$ cat config.mk
export PLATFORM = sky130hd
export DESIGN_NAME = led_seq_master_flat
export DESIGN_NICKNAME = d
export VERILOG_FILES = /design/src/rtl/led_seq_master_if.sv /design/src/rtl/led_seq_master.sv /design/src/flat_wrapper.sv
export SDC_FILE = /design/constraint.sdc
export NUM_CORES = 1
export LEC_CHECK = 0
export ABC_AREA = 1
export BUFFER_PORTS_ARGS = -buffer_cell sky130_fd_sc_hd__buf_4
export CORE_ASPECT_RATIO = 0.9
export CORE_MARGIN = 3
export CORE_UTILIZATION = 40
export DETAILED_ROUTE_END_ITERATION = 6
export SYNTH_ARGS = -nofsm -noshare
export SYNTH_HDL_FRONTEND = slang
export SYNTH_SLANG_ARGS = --single-unit
$ cat constraint.sdc
create_clock -name aclk -period 3.65 [get_ports aclk]
set_clock_uncertainty 0.15 [all_clocks]
set_input_delay 0.73 -clock aclk [delete_from_list [all_inputs] [get_ports aclk]]
set_output_delay 0.73 -clock aclk [all_outputs]
set_load 0.005 [all_outputs]
$ cat src/rtl/led_seq_master_if.sv
// AXI4-Lite write channels between the LED sequencer (master) and the LED
// controller or interconnect (slave). The read channels are absent: the sequencer never reads.
interface led_seq_master_if;
   logic        awvalid;
   logic        awready;
   logic [31:0] awaddr;
   logic [2:0]  awprot;
   logic        wvalid;
   logic        wready;
   logic [31:0] wdata;
   logic [3:0]  wstrb;
   logic        bvalid;
   logic        bready;
   logic [1:0]  bresp;

   modport master (
      output awvalid, awaddr, awprot, wvalid, wdata, wstrb, bready,
      input  awready, wready, bvalid, bresp
   );

   modport slave (
      input  awvalid, awaddr, awprot, wvalid, wdata, wstrb, bready,
      output awready, wready, bvalid, bresp
   );
endinterface

$ cat src/rtl/led_seq_master.sv
// Autonomous LED animation sequencer: once per TICK_DIV cycles it rewrites the
// 18 duty registers of the LED PWM controller over AXI4-Lite, one write at a time.
module led_seq_master #(
   parameter int unsigned TICK_DIV = 50000,
   parameter logic [31:0] BASE     = 32'h0
) (
   input  logic                     aclk,
   input  logic                     aresetn,
   input  logic                     enable,
   input  logic [1:0]               mode,
   output logic                     busy,
   output logic                     frame_done,
   output logic                     err,
   led_seq_master_if.master         m_axi
);

   localparam int unsigned TW = $clog2(TICK_DIV);

   typedef enum logic [1:0] {
      S_IDLE,
      S_SEND,
      S_RESP
   } state_t;

   state_t          r_state;
   state_t          w_next;
   logic [TW-1:0]   r_tick;
   logic            r_pending;
   logic [7:0]      r_phase;
   logic [1:0]      r_mode_q;
   logic [4:0]      r_idx;
   logic            r_awvalid;
   logic            r_wvalid;
   logic [31:0]     r_awaddr;
   logic [31:0]     r_wdata;
   logic [3:0]      r_wstrb;
   logic            r_frame_done;
   logic            r_err;

   logic            w_wrap;
   logic            w_start;
   logic            w_send_done;
   logic            w_b_acc;
   logic            w_last;
   logic            w_load;
   logic [4:0]      w_load_idx;
   logic [1:0]      w_load_mode;

   // Duty value for one register; the triangle wave t folds phase into 0..254..0.
   function automatic logic [15:0] f_duty(input logic [1:0] md, input logic [4:0] idx,
                                          input logic [7:0] ph);
      logic [7:0] t;
      t = ph[7] ? {~ph[6:0], 1'b0} : {ph[6:0], 1'b0};
      f_duty = 16'h0000;
      if (!idx[4]) begin
         case (md)
            2'd0:    f_duty = (idx[3:0] == ph[3:0]) ? 16'h0000 : 16'h00FF;
            2'd1:    f_duty = {8'h00, t};
            2'd2:    f_duty = 16'h00FF;
            default: f_duty = 16'h0000;
         endcase
      end else begin
         case (md)
            2'd2:    f_duty = 16'hFFFF;
            2'd3:    f_duty = 16'h0000;
            default: f_duty = (idx[0] == 1'b0) ? {~t, t} : {t, ~t};
         endcase
      end
   endfunction

   assign w_wrap      = (r_tick == TW'(TICK_DIV - 1));
   assign w_start     = (r_state == S_IDLE) && r_pending;
   // A channel is finished once its valid has dropped or its ready is seen now.
   assign w_send_done = (!r_awvalid || m_axi.awready) && (!r_wvalid || m_axi.wready);
   assign w_b_acc     = (r_state == S_RESP) && m_axi.bvalid;
   assign w_last      = (r_idx == 5'd17);
   assign w_load      = w_start || (w_b_acc && !w_last);
   assign w_load_idx  = w_start ? 5'd0 : r_idx + 5'd1;
   assign w_load_mode = w_start ? mode : r_mode_q;

   // NOTE: reset is sampled on the clock edge only (synchronous, active-low), so it
   // sits inside the clocked branch rather than in the sensitivity list.
   always_ff @(posedge aclk) begin
      if (!aresetn) begin
         r_state <= S_IDLE;
      end else begin
         // NOTE: every register in a clocked process uses <= so all of them update
         // together from the pre-edge values.
         r_state <= w_next;
      end
   end

   always_comb begin
      // NOTE: default first so no path through the case leaves w_next unassigned,
      // which would otherwise infer a latch.
      w_next = r_state;
      case (r_state)
         S_IDLE:  if (r_pending) w_next = S_SEND;
         S_SEND:  if (w_send_done) w_next = S_RESP;
         S_RESP:  if (m_axi.bvalid) w_next = w_last ? S_IDLE : S_SEND;
         default: w_next = S_IDLE;
      endcase
   end

   always_ff @(posedge aclk) begin
      if (!aresetn) begin
         r_tick       <= '0;
         r_pending    <= 1'b0;
         r_phase      <= 8'd0;
         r_mode_q     <= 2'd0;
         r_idx        <= 5'd0;
         r_awvalid    <= 1'b0;
         r_wvalid     <= 1'b0;
         r_awaddr     <= BASE;
         r_wdata      <= 32'd0;
         r_wstrb      <= 4'd0;
         r_frame_done <= 1'b0;
         r_err        <= 1'b0;
      end else begin
         r_tick <= w_wrap ? '0 : r_tick + TW'(1);

         // One-deep request: a wrap that finds pending already set is dropped.
         if (w_start)              r_pending <= 1'b0;
         else if (w_wrap && enable) r_pending <= 1'b1;

         if (w_start) r_mode_q <= mode;
         if (w_load)  r_idx    <= w_load_idx;

         if (w_load)              r_awvalid <= 1'b1;
         else if (m_axi.awready)  r_awvalid <= 1'b0;
         if (w_load)              r_wvalid  <= 1'b1;
         else if (m_axi.wready)   r_wvalid  <= 1'b0;

         if (w_load) begin
            r_awaddr <= BASE + {25'd0, w_load_idx, 2'b00};
            r_wdata  <= {16'h0000, f_duty(w_load_mode, w_load_idx, r_phase)};
            r_wstrb  <= w_load_idx[4] ? 4'b0011 : 4'b0001;
         end

         r_frame_done <= w_b_acc && w_last;
         if (w_b_acc && w_last)                r_phase <= r_phase + 8'd1;
         if (w_b_acc && (m_axi.bresp != 2'b00)) r_err  <= 1'b1;
      end
   end

   assign busy          = (r_state != S_IDLE);
   assign frame_done    = r_frame_done;
   assign err           = r_err;
   assign m_axi.awvalid = r_awvalid;
   assign m_axi.awaddr  = r_awaddr;
   assign m_axi.awprot  = 3'b000;
   assign m_axi.wvalid  = r_wvalid;
   assign m_axi.wdata   = r_wdata;
   assign m_axi.wstrb   = r_wstrb;
   assign m_axi.bready  = (r_state == S_RESP);

endmodule

$ cat src/flat_wrapper.sv
// flat-port wrapper written by rule: the top's interface ports become plain ports
module led_seq_master_flat 
#(
   parameter int unsigned TICK_DIV = 50000,
   parameter logic [31:0] BASE     = 32'h0
)
  (aclk, aresetn, enable, mode, busy, frame_done, err, m_axi_awvalid, m_axi_awaddr, m_axi_awprot, m_axi_wvalid, m_axi_wdata, m_axi_wstrb, m_axi_bready, m_axi_awready, m_axi_wready, m_axi_bvalid, m_axi_bresp);
  led_seq_master_if m_axi_i ();
  input  logic aclk;
  input  logic aresetn;
  input  logic enable;
  input  logic [1:0] mode;
  output logic busy;
  output logic frame_done;
  output logic err;
  output wire logic [$bits(m_axi_i.awvalid)-1:0] m_axi_awvalid;
  output wire logic [$bits(m_axi_i.awaddr)-1:0] m_axi_awaddr;
  output wire logic [$bits(m_axi_i.awprot)-1:0] m_axi_awprot;
  output wire logic [$bits(m_axi_i.wvalid)-1:0] m_axi_wvalid;
  output wire logic [$bits(m_axi_i.wdata)-1:0] m_axi_wdata;
  output wire logic [$bits(m_axi_i.wstrb)-1:0] m_axi_wstrb;
  output wire logic [$bits(m_axi_i.bready)-1:0] m_axi_bready;
  input wire logic [$bits(m_axi_i.awready)-1:0] m_axi_awready;
  input wire logic [$bits(m_axi_i.wready)-1:0] m_axi_wready;
  input wire logic [$bits(m_axi_i.bvalid)-1:0] m_axi_bvalid;
  input wire logic [$bits(m_axi_i.bresp)-1:0] m_axi_bresp;
  assign m_axi_awvalid = m_axi_i.awvalid;
  assign m_axi_awaddr = m_axi_i.awaddr;
  assign m_axi_awprot = m_axi_i.awprot;
  assign m_axi_wvalid = m_axi_i.wvalid;
  assign m_axi_wdata = m_axi_i.wdata;
  assign m_axi_wstrb = m_axi_i.wstrb;
  assign m_axi_bready = m_axi_i.bready;
  assign m_axi_i.awready = m_axi_awready;
  assign m_axi_i.wready = m_axi_wready;
  assign m_axi_i.bvalid = m_axi_bvalid;
  assign m_axi_i.bresp = m_axi_bresp;
  led_seq_master #(.TICK_DIV(TICK_DIV), .BASE(BASE)) u_core (.aclk(aclk), .aresetn(aresetn), .enable(enable), .mode(mode), .busy(busy), .frame_done(frame_done), .err(err), .m_axi(m_axi_i));
endmodule
=== After elaboration in Yosys (flattened, before gate mapping) ===
Cells that the tools add are included.

* Word-level logic and storage cells: 69
* Bits in registers: 58
* Output and inout bits: 77

* Mux-type cells: 18
* Reductions and logical operators: 22
* Bitwise operators: 3
* Add/sub/neg operators: 3
* Eq/ne operators: 11

{| class="wikitable"
|+ Operators with widths
! kind !! number
|-
| $pmux 16 s3 || 1
|-
| $mux 16 || 2
|-
| $pmux 16 s2 || 1
|-
| $add 16x1->16 const B || 1
|-
| $eq 16x16->1 const B || 1
|-
| $mux 8 || 2
|-
| $mux 2 || 5
|-
| $add 8x1->8 const B || 1
|-
| $not 8->8 || 1
|-
| $reduce_bool 2->1 || 4
|-
| $logic_and 1x1->1 || 7
|-
| $not 7->7 || 1
|-
| $eq 2x2->1 const B || 3
|-
| $ne 2x1->1 const B || 3
|-
| $pmux 2 s3 || 1
|-
| $add 5x1->5 const B || 1
|-
| $eq 5x5->1 const B || 1
|-
| $mux 1 || 5
|-
| $mux 5 || 1
|-
| $eq 2x1->1 const B || 2
|-
| $eq 4x4->1 || 1
|-
| $logic_not 2->1 || 2
|-
| $reduce_or 2->1 || 2
|-
| $logic_not 1->1 || 3
|-
| 3 further kinds || 5
|}

=== Logic depth before layout (Yosys ltp) ===
Gate-level depths: netlist of run 1.

* Depth after elaboration: 7
* Gate-level depth with buffers: 13
* Gate-level depth less buffers: 13

=== Worst setup path before layout of run 1 ===
No wires, ideal clock.

* Path type: input-to-reg
* Start: in m_axi_bvalid
* End: reg u_core.r_phase[7]
* Stages: 7
* Required time: 3,381 ps
* Setup time: 119 ps
* Path buffers: 0
* Path slack: 1,744 ps
* Arrival time: 1,637 ps
* Cell sequence: inv_1 nor2_2 nand4_1 nor2_1 nand4_1 o21ai_0 a21oi_1

* Longest elaborated chain between the ends: 2

{| class="wikitable"
|+ RTL lines
! item !! line !! RTL
|-
| start: declaration || flat_wrapper.sv:25 || <nowiki>input wire logic [$bits(m_axi_i.bvalid)-1:0] m_axi_bvalid;</nowiki>
|-
| $logic_and 1x1->1 || led_seq_master.sv:75 || <nowiki>assign w_b_acc = (r_state == S_RESP) && m_axi.bvalid;</nowiki>
|-
| $logic_and 1x1->1 || led_seq_master.sv:141 || <nowiki>if (w_b_acc && w_last) r_phase <= r_phase + 8'd1;</nowiki>
|-
| end signal: assignment || led_seq_master.sv:141 ||
|-
| end: declaration || led_seq_master.sv:29 || <nowiki>logic [7:0] r_phase;</nowiki>
|}

No other way between the ends.
A chain may end at the register's enable or synchronous reset.

=== Final worst setup path of run 1 ===
* Start: reg u_core.r_idx[1]
* End: reg u_core.r_wdata[5], in the netlist u_core.m_axi.wdata[5]

* Longest elaborated chain between the ends: 6

{| class="wikitable"
|+ RTL lines
! item !! line !! RTL
|-
| start: declaration || led_seq_master.sv:31 || <nowiki>logic [4:0] r_idx;</nowiki>
|-
| start signal: assignment || led_seq_master.sv:127 || <nowiki>if (w_load) r_idx <= w_load_idx;</nowiki>
|-
| $add 5x1->5 || led_seq_master.sv:78 || <nowiki>assign w_load_idx = w_start ? 5'd0 : r_idx + 5'd1;</nowiki>
|-
| $mux 5 || led_seq_master.sv:78 ||
|-
| $eq 4x4->1 || led_seq_master.sv:57 || <nowiki>2'd0: f_duty = (idx[3:0] == ph[3:0]) ? 16'h0000 : 16'h00FF;</nowiki>
|-
| $mux 8 || led_seq_master.sv:57 ||
|-
| $pmux 16 s3 || led_seq_master.sv:56 || <nowiki>case (md)</nowiki>
|-
| $mux 16 || led_seq_master.sv:55 || <nowiki>if (!idx[4]) begin</nowiki>
|-
| end signal: assignment || led_seq_master.sv:136 || <nowiki>r_wdata <= {16'h0000, f_duty(w_load_mode, w_load_idx, r_phase)};</nowiki>
|-
| end: declaration || led_seq_master.sv:35 || <nowiki>logic [31:0] r_wdata;</nowiki>
|}

Several ways; a longest one is shown, not always the timed one.

==> results of run 1 <==
[metrics by stage]
stage | hold WS (ns) | power (uW) | area (um^2)
after floorplan | 0.268 | 680 | 3460
final | 0.300 | 1030 | 3510
after CTS | 0.306 | 1040 | 3510
after global routing | 0.333 | 1080 | 3510
after global placement | 0.281 | 654 | 3410
after detailed placement | 0.292 | 654 | 3410
[worst paths after layout]
kind / to / slack, ns / cells past startpoint
setup reg to reg: u_core.m_axi.wdata[5]$_SDFFE_PN0P_ / 1.56 / 10
setup / recovery: u_core.m_axi.wdata[5]$_SDFFE_PN0P_ / 1.56 / 10
hold / removal: u_core.r_tick[0]$_SDFF_PP0_ / 0.30 / 1
hold reg to reg: u_core.r_tick[0]$_SDFF_PP0_ / 0.30 / 1
[registers in the layout (all words and copies together) (netlist names)]
signal                flops
u_core.r_phase            8
u_core.m_axi.wstrb        1
u_core.r_tick            16
u_core.frame_done         1
u_core.m_axi.wvalid       1
u_core.r_pending          1
u_core.m_axi.wdata       16
u_core.r_state            2
u_core.m_axi.awvalid      1
u_core.r_idx              5
u_core.err                1
u_core.r_mode_q           2
[area by class of cell]
cell class / instances / area share [%]
multi-input cells: 336 / 47.2
flip-flops and latches: 55 / 31.4
repair buffers: 39 / 8.34
inverters: 63 / 6.74
well taps: 96 / 3.42
clock buffers: 6 / 2.07
clock inverters: 1 / 0.855
[synth_stat cells, types with 2 or more instances]
| cell type | number |
|---|---|
| a21boi_0 | 3 |
| a21oi_1 | 38 |
| a21oi_2 | 2 |
| buf_2 | 3 |
| buf_4 | 50 |
| buf_6 | 4 |
| clkbuf_1 | 4 |
| dfxtp_1 | 55 |
| ha_1 | 4 |
| inv_1 | 58 |
| inv_2 | 5 |
| nand2_1 | 111 |
| nand2_2 | 4 |
| nand3_1 | 16 |
| nand4_1 | 7 |
| nor2_1 | 30 |
| nor2_2 | 6 |
| nor2_4 | 2 |
| nor3_1 | 4 |
| nor3b_1 | 4 |
| nor4_1 | 2 |
| o21ai_0 | 22 |
| o21ai_1 | 2 |
| o21ai_2 | 3 |
| or2_2 | 3 |
| xnor2_1 | 6 |
| xor2_1 | 7 |
[cell families (layout without fill, tap and decap cells)]
| kind of cell | Yosys count | count (layout) |
|---|---|---|
| other | 1 | 48 |
| DFF | 55 | 55 |
| adders and majority gates | 4 | 4 |
| and+or+nand+nor | 195 | 195 |
| xor gates and xnor gates | 13 | 13 |
| AOI/OAI and AO/OA | 76 | 76 |
| buffers and inverters | 125 | 109 |
[worst max-delay path, cell delays in order (launching register included)]
cell and delay (ns):
dfxtp_1 0.50, inv_1 0.08, ha_1 0.20, nand3_1 0.10, a21oi_2 0.05, buf_4 0.21, inv_2 0.20, nand2_1 0.18
nor2_4 0.15, nand2_1 0.07, a21oi_1 0.13
[routing by layer]
layer	wire, um	part of all wire [%]
met2	2720	41
met4	97	1.5
met1	3400	51
met5	0	0
met3	453	6.8
[power breakdown]
part,total [uW],switching (uW),internal (uW)
logic,36.9,27.2,9.66
clock network,392,191,202
registers,604,1.52,602
[layout by cell type (no fill, tap or decap), drive strengths merged]
cell	netlist	final
a21boi	4	4
a21oi	40	40
a31oi	1	1
buf	57	39
bufinv	0	1
clkbuf	5	6
conb	1	48
dfxtp	55	55
ha	4	4
inv	63	63
nand2	116	116
nand3	16	16
nand3b	1	1
nand4	8	8
nor2	38	38
nor3	6	6
nor3b	4	4
nor4	2	2
o211a	1	1
o21ai	28	28
o21bai	1	1
o22ai	1	1
or2	4	4
xnor2	6	6
xor2	7	7
==> metrics, run 1 <==
status=completed; IR drop worst, VDD=139 uV; root buf cell=clkbuf_8; H-tree depth=2; io pins=87; grt ovf=0; die extent in x=101 um; Worst slew margin=55.7%; Simple-Gate Fraction of Synth Area=26.9%; grt met1 use=21.2%; cts repair resizes=0; clk sinks=55; Yosys top cell by area=dfxtp_1; adder-cell share of the synthesized area=1.52%; crit path capture type=flip-flop; Hold WC Path Type=reg -> reg; Synth top area share=33.5%; reg2reg start=u_core.r_idx[1]$_SDFFE_PN0P_; Area Overhead vs Synth=6.94%; Yosys warning total=0; largest family of logic cells by synthesized area=simple AND/OR/NAND/NOR gates; # Max-Cap Violations=0; worst setup margin=1.56 ns; Post-synth top flop=dfxtp_1; CTS hold repair buffers=0; largest net degree at the start of global routing=22; post-synthesis mux area share=0%; cell area after synthesis=3280 um^2; Post-synth EDFFs=0; Post-Synthesis Cells=469; complex-gate fraction of the synthesized area=13.1%; total wire length=6.68 mm; First-pass DRT Iterations=4; min Tclk post-route=2.09 ns; Pwr Density=294 nW/um^2; Post-Synth XOR/XNOR Area=3.47%; pre-CTS setup slack=1.36 ns; CP Data Required Time=3.73 ns; Initial Util=42.3%; final core occ=45.2%; # setup viols final=0; WS Path Type=reg -> reg; Final Hold Vio Count=0; Setup Fix Bufs, Post-CTS=0; count of cell types in the netlist=41; gr busiest metal=met1; setup TNS=0 ns; Tcrit/Tclk final=57.2%; fill cell count=819; sequential-to-total area share from yosys stat=33.5%; Rows=30; CTS tree=done; LEAKAGE=0.00161 uW; DR WL/cell=11.2 um; Slew Limit Fails=0; synth top area cells=dfxtp_1 34%, nand2_1 13%, buf_4 11%, inv_1 6.6%, a21oi_1 5.8%; Critical Path Start=u_core.r_idx[1]$_SDFFE_PN0P_; vias in the first global route=2379; met3 usage in global routing=2.89%; register area=1100 um^2; critical path fanouts, max=20; Clock Latency Late Sink=0.31 ns; dpl hpwl=5.16 mm; post-synthesis register bit count=55; asr flop ratio synth=0%; DR vias/cell=4.54; via count=2703; ANT nets after route=0; multi-input logic area=1660 um^2; gpl congestion=0.860; initial antenna violation count=0; die area=9330 um^2; CP arrival=2.17 ns; clock-pin slew on the worst setup and hold paths=0.10 ns; Max Freq=479 MHz; worst slew pin tran=0.663 ns; residual DRC count=0; Startpoint Class=flip-flop; post-route insts no fill=596; Final nets=514; total track usage=14.4%; global routing usage on met2=20.9%; initial DRC count=98; first-pass GRT wire length=11.0 mm; n_diodes=0; fraction of layout cells with a size suffix above 1=15.0%; Port-buffer cells=38; CTS Buf Count=5; hold_sp=u_core.r_tick[0]$_SDFF_PP0_; area of the core=7770 um^2; Clock Path Buffers=2; Cells after DPL=589; die height=91.9 um; unrepaired setup endpoints after global routing=no; Post-Syn Area per Cell=7.00 um^2
Note: power is estimated with default switching activity, not from simulation.
==> run 2, diff against run 1 <==
--- a/config.mk
+++ b/config.mk
@@ -11,6 +11,7 @@
 export CORE_MARGIN = 3
 export CORE_UTILIZATION = 40
 export DETAILED_ROUTE_END_ITERATION = 6
+export PLACE_DENSITY = 0.66
 export SYNTH_ARGS = -nofsm -noshare
 export SYNTH_HDL_FRONTEND = slang
 export SYNTH_SLANG_ARGS = --single-unit
==> constraint.sdc (replaced) <==
create_clock -name aclk -period 1.8 [get_ports aclk]
set_clock_uncertainty 0.15 [all_clocks]
set_input_delay 0.36 -clock aclk [delete_from_list [all_inputs] [get_ports aclk]]
set_output_delay 0.36 -clock aclk [all_outputs]
set_load 0.005 [all_outputs]
==> run 2 against run 1 <==
Compared with the run above: die area unchanged; critical path type unchanged; cell count up 5.9%; core utilization up 6.9 points; flip-flop and latch count unchanged; count of clock-buffer cells in the layout unchanged; routed wire length up 10%; sequential share of layout area down 3.8 points; power up 120%; combinational power up 140%; non-clock buffer count up 34; first-iteration DRC count up 54%.
==> metrics, run 2 (same netlist as run 1, synthesis figures left out) <==
Final Hold Vio Count=0 (unchanged); area of the core=7770 um^2 (unchanged); Clock Path Buffers=2 (unchanged); Slew Limit Fails=0 (unchanged); clk sinks=55 (unchanged); H-tree depth=2 (unchanged); fill cell count=728 (-11%); Max Freq=562 MHz (+17%); grt ovf=0 (unchanged); status=completed; critical path fanouts, max=6 (-70%); Hold WC Path Type=in -> reg; Port-buffer cells=38 (unchanged); crit path capture type=flip-flop; n_diodes=0 (unchanged); total track usage=15.0% (+0.54 points); initial DRC count=151 (+54%); root buf cell=clkbuf_8; Area Overhead vs Synth=23.2%; die area=9330 um^2 (unchanged); Startpoint Class=flip-flop; setup TNS=0 ns (unchanged); worst setup margin=0.0211 ns (-1.54 ns); register area=1110 um^2 (+1.2%); min Tclk post-route=1.78 ns (-0.311 ns); vias in the first global route=2541 (+6.8%); post-route insts no fill=631 (+5.9%); total wire length=7.37 mm (+10%); via count=2922 (+8.1%); Rows=30 (unchanged); dpl hpwl=5.33 mm (+3.3%); first-pass GRT wire length=11.6 mm (+4.7%); CP arrival=1.87 ns (-0.30 ns); die height=91.9 um (unchanged); IR drop worst, VDD=374 uV (+170%); most frequent cells in the layout=99 x nand2_1, 68 x buf_4, 53 x inv_1; largest net degree at the start of global routing=22 (unchanged); ANT nets after route=0 (unchanged); Initial Util=42.3% (unchanged); DR WL/cell=11.7 um (+4.2%); R2R Setup Slk=0.02 ns (-1.54 ns); # Max-Cap Violations=0 (unchanged); # setup viols final=0 (unchanged); initial antenna violation count=0 (unchanged); WS Path Type=reg -> reg; Hold Worst Slack=0.168 ns (-0.132 ns); DR vias/cell=4.63 (+2.1%); die extent in x=101 um (unchanged); unrepaired setup endpoints after global routing=yes; commonest non-fill, non-tap cell in the layout=nand2_1; residual DRC count=0 (unchanged); gpl congestion=0.857 (-0.31%); Tcrit/Tclk final=98.8% (+42 points); clock-pin slew on the worst setup and hold paths=0.10 ns (about the same); CTS Buf Count=5 (unchanged); LEAKAGE=0.00187 uW (+16%); Cells after DPL=612 (+3.9%); Pwr Density=562 nW/um^2 (+91%); pre-CTS setup slack=-0.0714 ns (-1.43 ns); First-pass DRT Iterations=4 (unchanged); multi-input logic area=1830 um^2 (+10%); Final nets=548 (+6.6%); CTS tree=done; io pins=87 (unchanged); CP Data Required Time=1.89 ns (-1.84 ns); fraction of layout cells with a size suffix above 1=27.5% (+12 points); Clock Latency Late Sink=0.30 ns (about the same)
[run 2: cell types whose count changed in the layout (fill, tap and decap cells not counted), sizes merged]
| cell | delta |
|---|---|
| buf | +34 |
| bufinv | +1 |
[run 2: routing by layer]
layer	global-route usage, %	vias up	share of wire [%]
met2	24.8	88	46
met3	2.43	8	5.5
met5	0	-	0
li1	-	1507	-
met4	4.10	0	1.2
met1	20.1	1319	47
[run 2: through the flow]
step | power (uW) | utilization (%) | instance area (um^2)
6_report | 2270 | 52.0 | 4040
2_1_floorplan | 1380 | - | 3460
3_3_place_gp | 1330 | 46.6 | 3620
3_5_place_dp | 1340 | 46.6 | 3620
4_1_cts | 2290 | 49.0 | 3810
5_1_grt | 2360 | 52.0 | 4040
[run 2: where the power goes]
group	internal (uW)	leakage (uW)	switching (uW)
Clock	556	0.0000654	402
Combinational	29.9	0.00136	60.5
Sequential	1220	0.000447	6.58
[run 2: path summary, 6_finish.rpt]
kind	from	endpoint	depth (start not counted)
max	u_core.r_idx[1]$_SDFFE_PN0P_	u_core.m_axi.wdata[5]$_SDFFE_PN0P_	11
min	m_axi_awready	u_core.m_axi.awvalid$_SDFFE_PN0P_	4
max reg2reg	u_core.r_idx[1]$_SDFFE_PN0P_	u_core.m_axi.wdata[5]$_SDFFE_PN0P_	11
min reg2reg	u_core.m_axi.wdata[9]$_SDFFE_PN0P_	u_core.m_axi.wdata[9]$_SDFFE_PN0P_	2
[run 2: layout make-up]
cell class              instances  share of cell area [%]
well taps                      96                    2.97
multi-input cells             336                    45.3
inverters                      63                    6.03
clock buffers                   6                    1.79
flip-flops and latches         55                    27.6
repair buffers                 73                    14.9
clock inverters                 2                    1.49
[run 2: critical path, cell delays in order, from the launching register on]
cell,delay [ns]
dfxtp_4,0.39
ha_4,0.13
nand2_2,0.05
inv_2,0.06
nand2_2,0.07
nand2_2,0.07
nand2_2,0.06
nor2_4,0.13
inv_4,0.06
nor2_1,0.26
a21boi_0,0.14
a21oi_1,0.15
[run 2: timing repair]
item | 4_1_cts | 5_1_grt
gates resized for setup | 9 | 54
hold buffers | 0 | 0
setup buffers | 3 | 8
pin swaps | 4 | 17
endpoints found under the setup margin | 17 | 25
==> run 3, diff against run 2 <==
--- a/config.mk
+++ b/config.mk
@@ -7,11 +7,13 @@
 export LEC_CHECK = 0
 export ABC_AREA = 1
 export BUFFER_PORTS_ARGS = -buffer_cell sky130_fd_sc_hd__buf_4
+export CELL_PAD_IN_SITES_DETAIL_PLACEMENT = 2
+export CELL_PAD_IN_SITES_GLOBAL_PLACEMENT = 2
 export CORE_ASPECT_RATIO = 0.9
 export CORE_MARGIN = 3
-export CORE_UTILIZATION = 40
+export CORE_UTILIZATION = 26
 export DETAILED_ROUTE_END_ITERATION = 6
-export PLACE_DENSITY = 0.66
+export PLACE_DENSITY_LB_ADDON = 0.1
 export SYNTH_ARGS = -nofsm -noshare
 export SYNTH_HDL_FRONTEND = slang
 export SYNTH_SLANG_ARGS = --single-unit
==> run 3 against run 2 <==
Compared with the run above: the run now ends with setup timing left; core utilization down 15 points; combinational power rose by 21%; via count grew 7.5%; critical endpoint is now u_core.m_axi.wdata[6]$_SDFFE_PN0P_; non-clock buffer count is 25 higher; routed wire length up 44%; global-route usage shrank 0.78 points; largest cell class unchanged.
==> metrics, run 3 (same netlist as run 1, synthesis figures left out) <==
Area Overhead vs Synth=37.5%; area of the core=12200 um^2 (+57%); Tcrit/Tclk final=101% (+2.3 points); commonest non-fill, non-tap cell in the layout=buf_4; Hold WC Path Type=in -> reg; crit-path leading delay family=simple AND/OR/NAND/NOR gates; initial DRC count=56 (-63%); Port-buffer cells=38 (unchanged); residual DRC count=0 (unchanged); ANT nets after route=0 (unchanged); Final Hold Vio Count=0 (unchanged); Clock power frac=42.3% (+0.2 points); fill cell count=1472 (+100%); IR drop worst, VDD=302 uV (-19%); Top cell by count, worst path=nand2_1; CP Buf/Inv Count=1 (-1); critical path fanouts, max=7 (+1); die area=14000 um^2 (+50%); Clock Path Buffers=2 (unchanged); io pins=87 (unchanged); Comb power frac=4.7% (+0.7 points); P_int=1760 uW (-2.3%); Rows=38 (+27%); register area=1120 um^2 (+0.79%); dpl hpwl=7.73 mm (+45%); clock-pin slew on the worst setup and hold paths=0.08 ns (-0.02 ns); First-pass DRT Iterations=4 (unchanged); largest net degree at the start of global routing=20 (-9.1%); initial antenna violation count=0 (unchanged); die extent in x=124 um (+23%); DR WL/cell=14.7 um (+26%); first-pass GRT wire length=16.4 mm (+42%); CP arrival=1.86 ns (about the same); share of power burned in registers=52.9% (-1.0 points); switching power=545 uW (+16%); CTS Buf Count=5 (unchanged); Clock Latency Late Sink=0.30 ns (about the same); H-tree depth=2 (unchanged); CTS tree=done; multi-input logic area=2020 um^2 (+10%); via count=3141 (+7.5%); Hold Worst Slack=0.183 ns (+0.0151 ns); # setup viols final=3 (+3); # Max-Cap Violations=0 (unchanged); vias in the first global route=3223 (+27%); fraction of layout cells with a size suffix above 1=38.8% (+11 points); CP Data Required Time=1.84 ns (-0.05 ns); worst path cell trace=ha_4 > nand2_2 > inv_2 > nor2_2 > nand2_1 > nand2_1 > nand2_1 > nor2_2 > nand2_2 > nand2_4 > nand2_1 > nand2_2 > a21oi_2; most frequent cells in the layout=90 x buf_4, 79 x nand2_1, 52 x inv_1; unrepaired setup endpoints after global routing=yes; Pwr Density=512 nW/um^2 (-9.0%); crit path capture type=flip-flop; WS Path Type=reg -> reg; Final nets=573 (+4.6%); CP max stage delay=0.38 ns (about the same); Max Freq=549 MHz (-2.3%); die height=113 um (+22%); min Tclk post-route=1.82 ns (+0.0418 ns); Net Sw Frac=23.6% (+3.0 points); slowest CP cell=dfxtp_4; DR vias/cell=4.37 (-5.7%); n_diodes=0 (unchanged); Initial Util=26.9% (-15 points); total wire length=10.6 mm (+44%); violated checks=setup timing; gpl congestion=0.754 (-12%); clk sinks=55 (unchanged); total track usage=14.2% (-0.78 points); Startpoint Class=flip-flop; LEAKAGE=0.00205 uW (+9.3%); status=complete, but fails checks; root buf cell=clkbuf_16; Pwr Total=2310 uW (+1.6%); Slew Limit Fails=0 (unchanged); grt ovf=0 (unchanged); worst setup margin=-0.0207 ns (-0.0418 ns)
-- run 3: cell count changes in the layout (fill, tap and decap cells not counted), sizes merged --
cell and delta:
clkinv +2, buf +24, bufinv -2
-- run 3: layout make-up --
| type | instances | share of cell area [%] |
|---|---|---|
| multi-input combinational | 336 | 44.7 |
| sequential | 55 | 24.9 |
| timing repair buffer | 98 | 17.5 |
| inverter | 63 | 5.35 |
| tap | 160 | 4.43 |
| clock buffer | 5 | 2.77 |
| clock inverter | 2 | 0.305 |
-- run 3: power by group through the flow --
stage               sequential (uW)  clock (uW)  combinational, uW
finish                         1220         978                109
global route                   1220        1080                125
CTS                            1220        1020               93.9
detailed placement             1250           0               93.2
global placement               1250           0               90.9
floorplan                      1250           0                126
-- run 3: repair_timing --
action	4_1_cts	5_1_grt
hold endpoints to repair	0	0
setup buffers	5	13
pin swaps	7	43
hold buffers	0	0
resized for setup	28	96
setup endpoints to repair	32	41
gates cloned	0	1
-- run 3: worst paths after layout --
path / slack [ns] / startpoint / end / cells past startpoint
hold / removal: 0.18 / m_axi_wready / u_core.m_axi.wvalid$_SDFFE_PN0P_ / 4
setup / recovery: -0.02 / u_core.r_idx[0]$_SDFFE_PN0P_ / u_core.m_axi.wdata[6]$_SDFFE_PN0P_ / 13
setup reg to reg: -0.02 / u_core.r_idx[0]$_SDFFE_PN0P_ / u_core.m_axi.wdata[6]$_SDFFE_PN0P_ / 13
hold reg to reg: 0.32 / u_core.m_axi.wdata[13]$_SDFFE_PN0P_ / u_core.m_axi.wdata[13]$_SDFFE_PN0P_ / 2
-- run 3: layer usage --
| metal | wire, um | part of all wire (%) | track usage [%] |
|---|---|---|---|
| met1 | 4890 | 46 | 19.0 |
| met2 | 5140 | 49 | 23.8 |
| met3 | 467 | 4.4 | 2.95 |
| met4 | 97 | 0.92 | 3.07 |
| met5 | 0 | 0 | 0 |
-- run 3: through the flow --
step / setup TNS (ns) / cell area [um^2] / std cells / setup WS [ns] / util, %
floorplan: 0 / 3460 / 516 / 0.0892 / -
global placement: -1.46 / 3800 / 693 / -0.136 / 31.1
detailed placement: -2.30 / 3800 / 693 / -0.143 / 31.1
CTS: -0.000110 / 4060 / 705 / -0.000110 / 33.2
global route: -1.81 / 4510 / 719 / -0.157 / 36.9
finish: -0.0418 / 4510 / 719 / -0.0207 / 36.9
-- run 3: worst reg2reg max path, cell delays in order, from the launching register on --
cell	delay, ns
dfxtp_4	0.38
ha_4	0.17
nand2_2	0.05
inv_2	0.05
nor2_2	0.11
nand2_1	0.08
nand2_1	0.06
nand2_1	0.08
nor2_2	0.11
nand2_2	0.11
nand2_4	0.14
nand2_1	0.10
nand2_2	0.08
a21oi_2	0.04
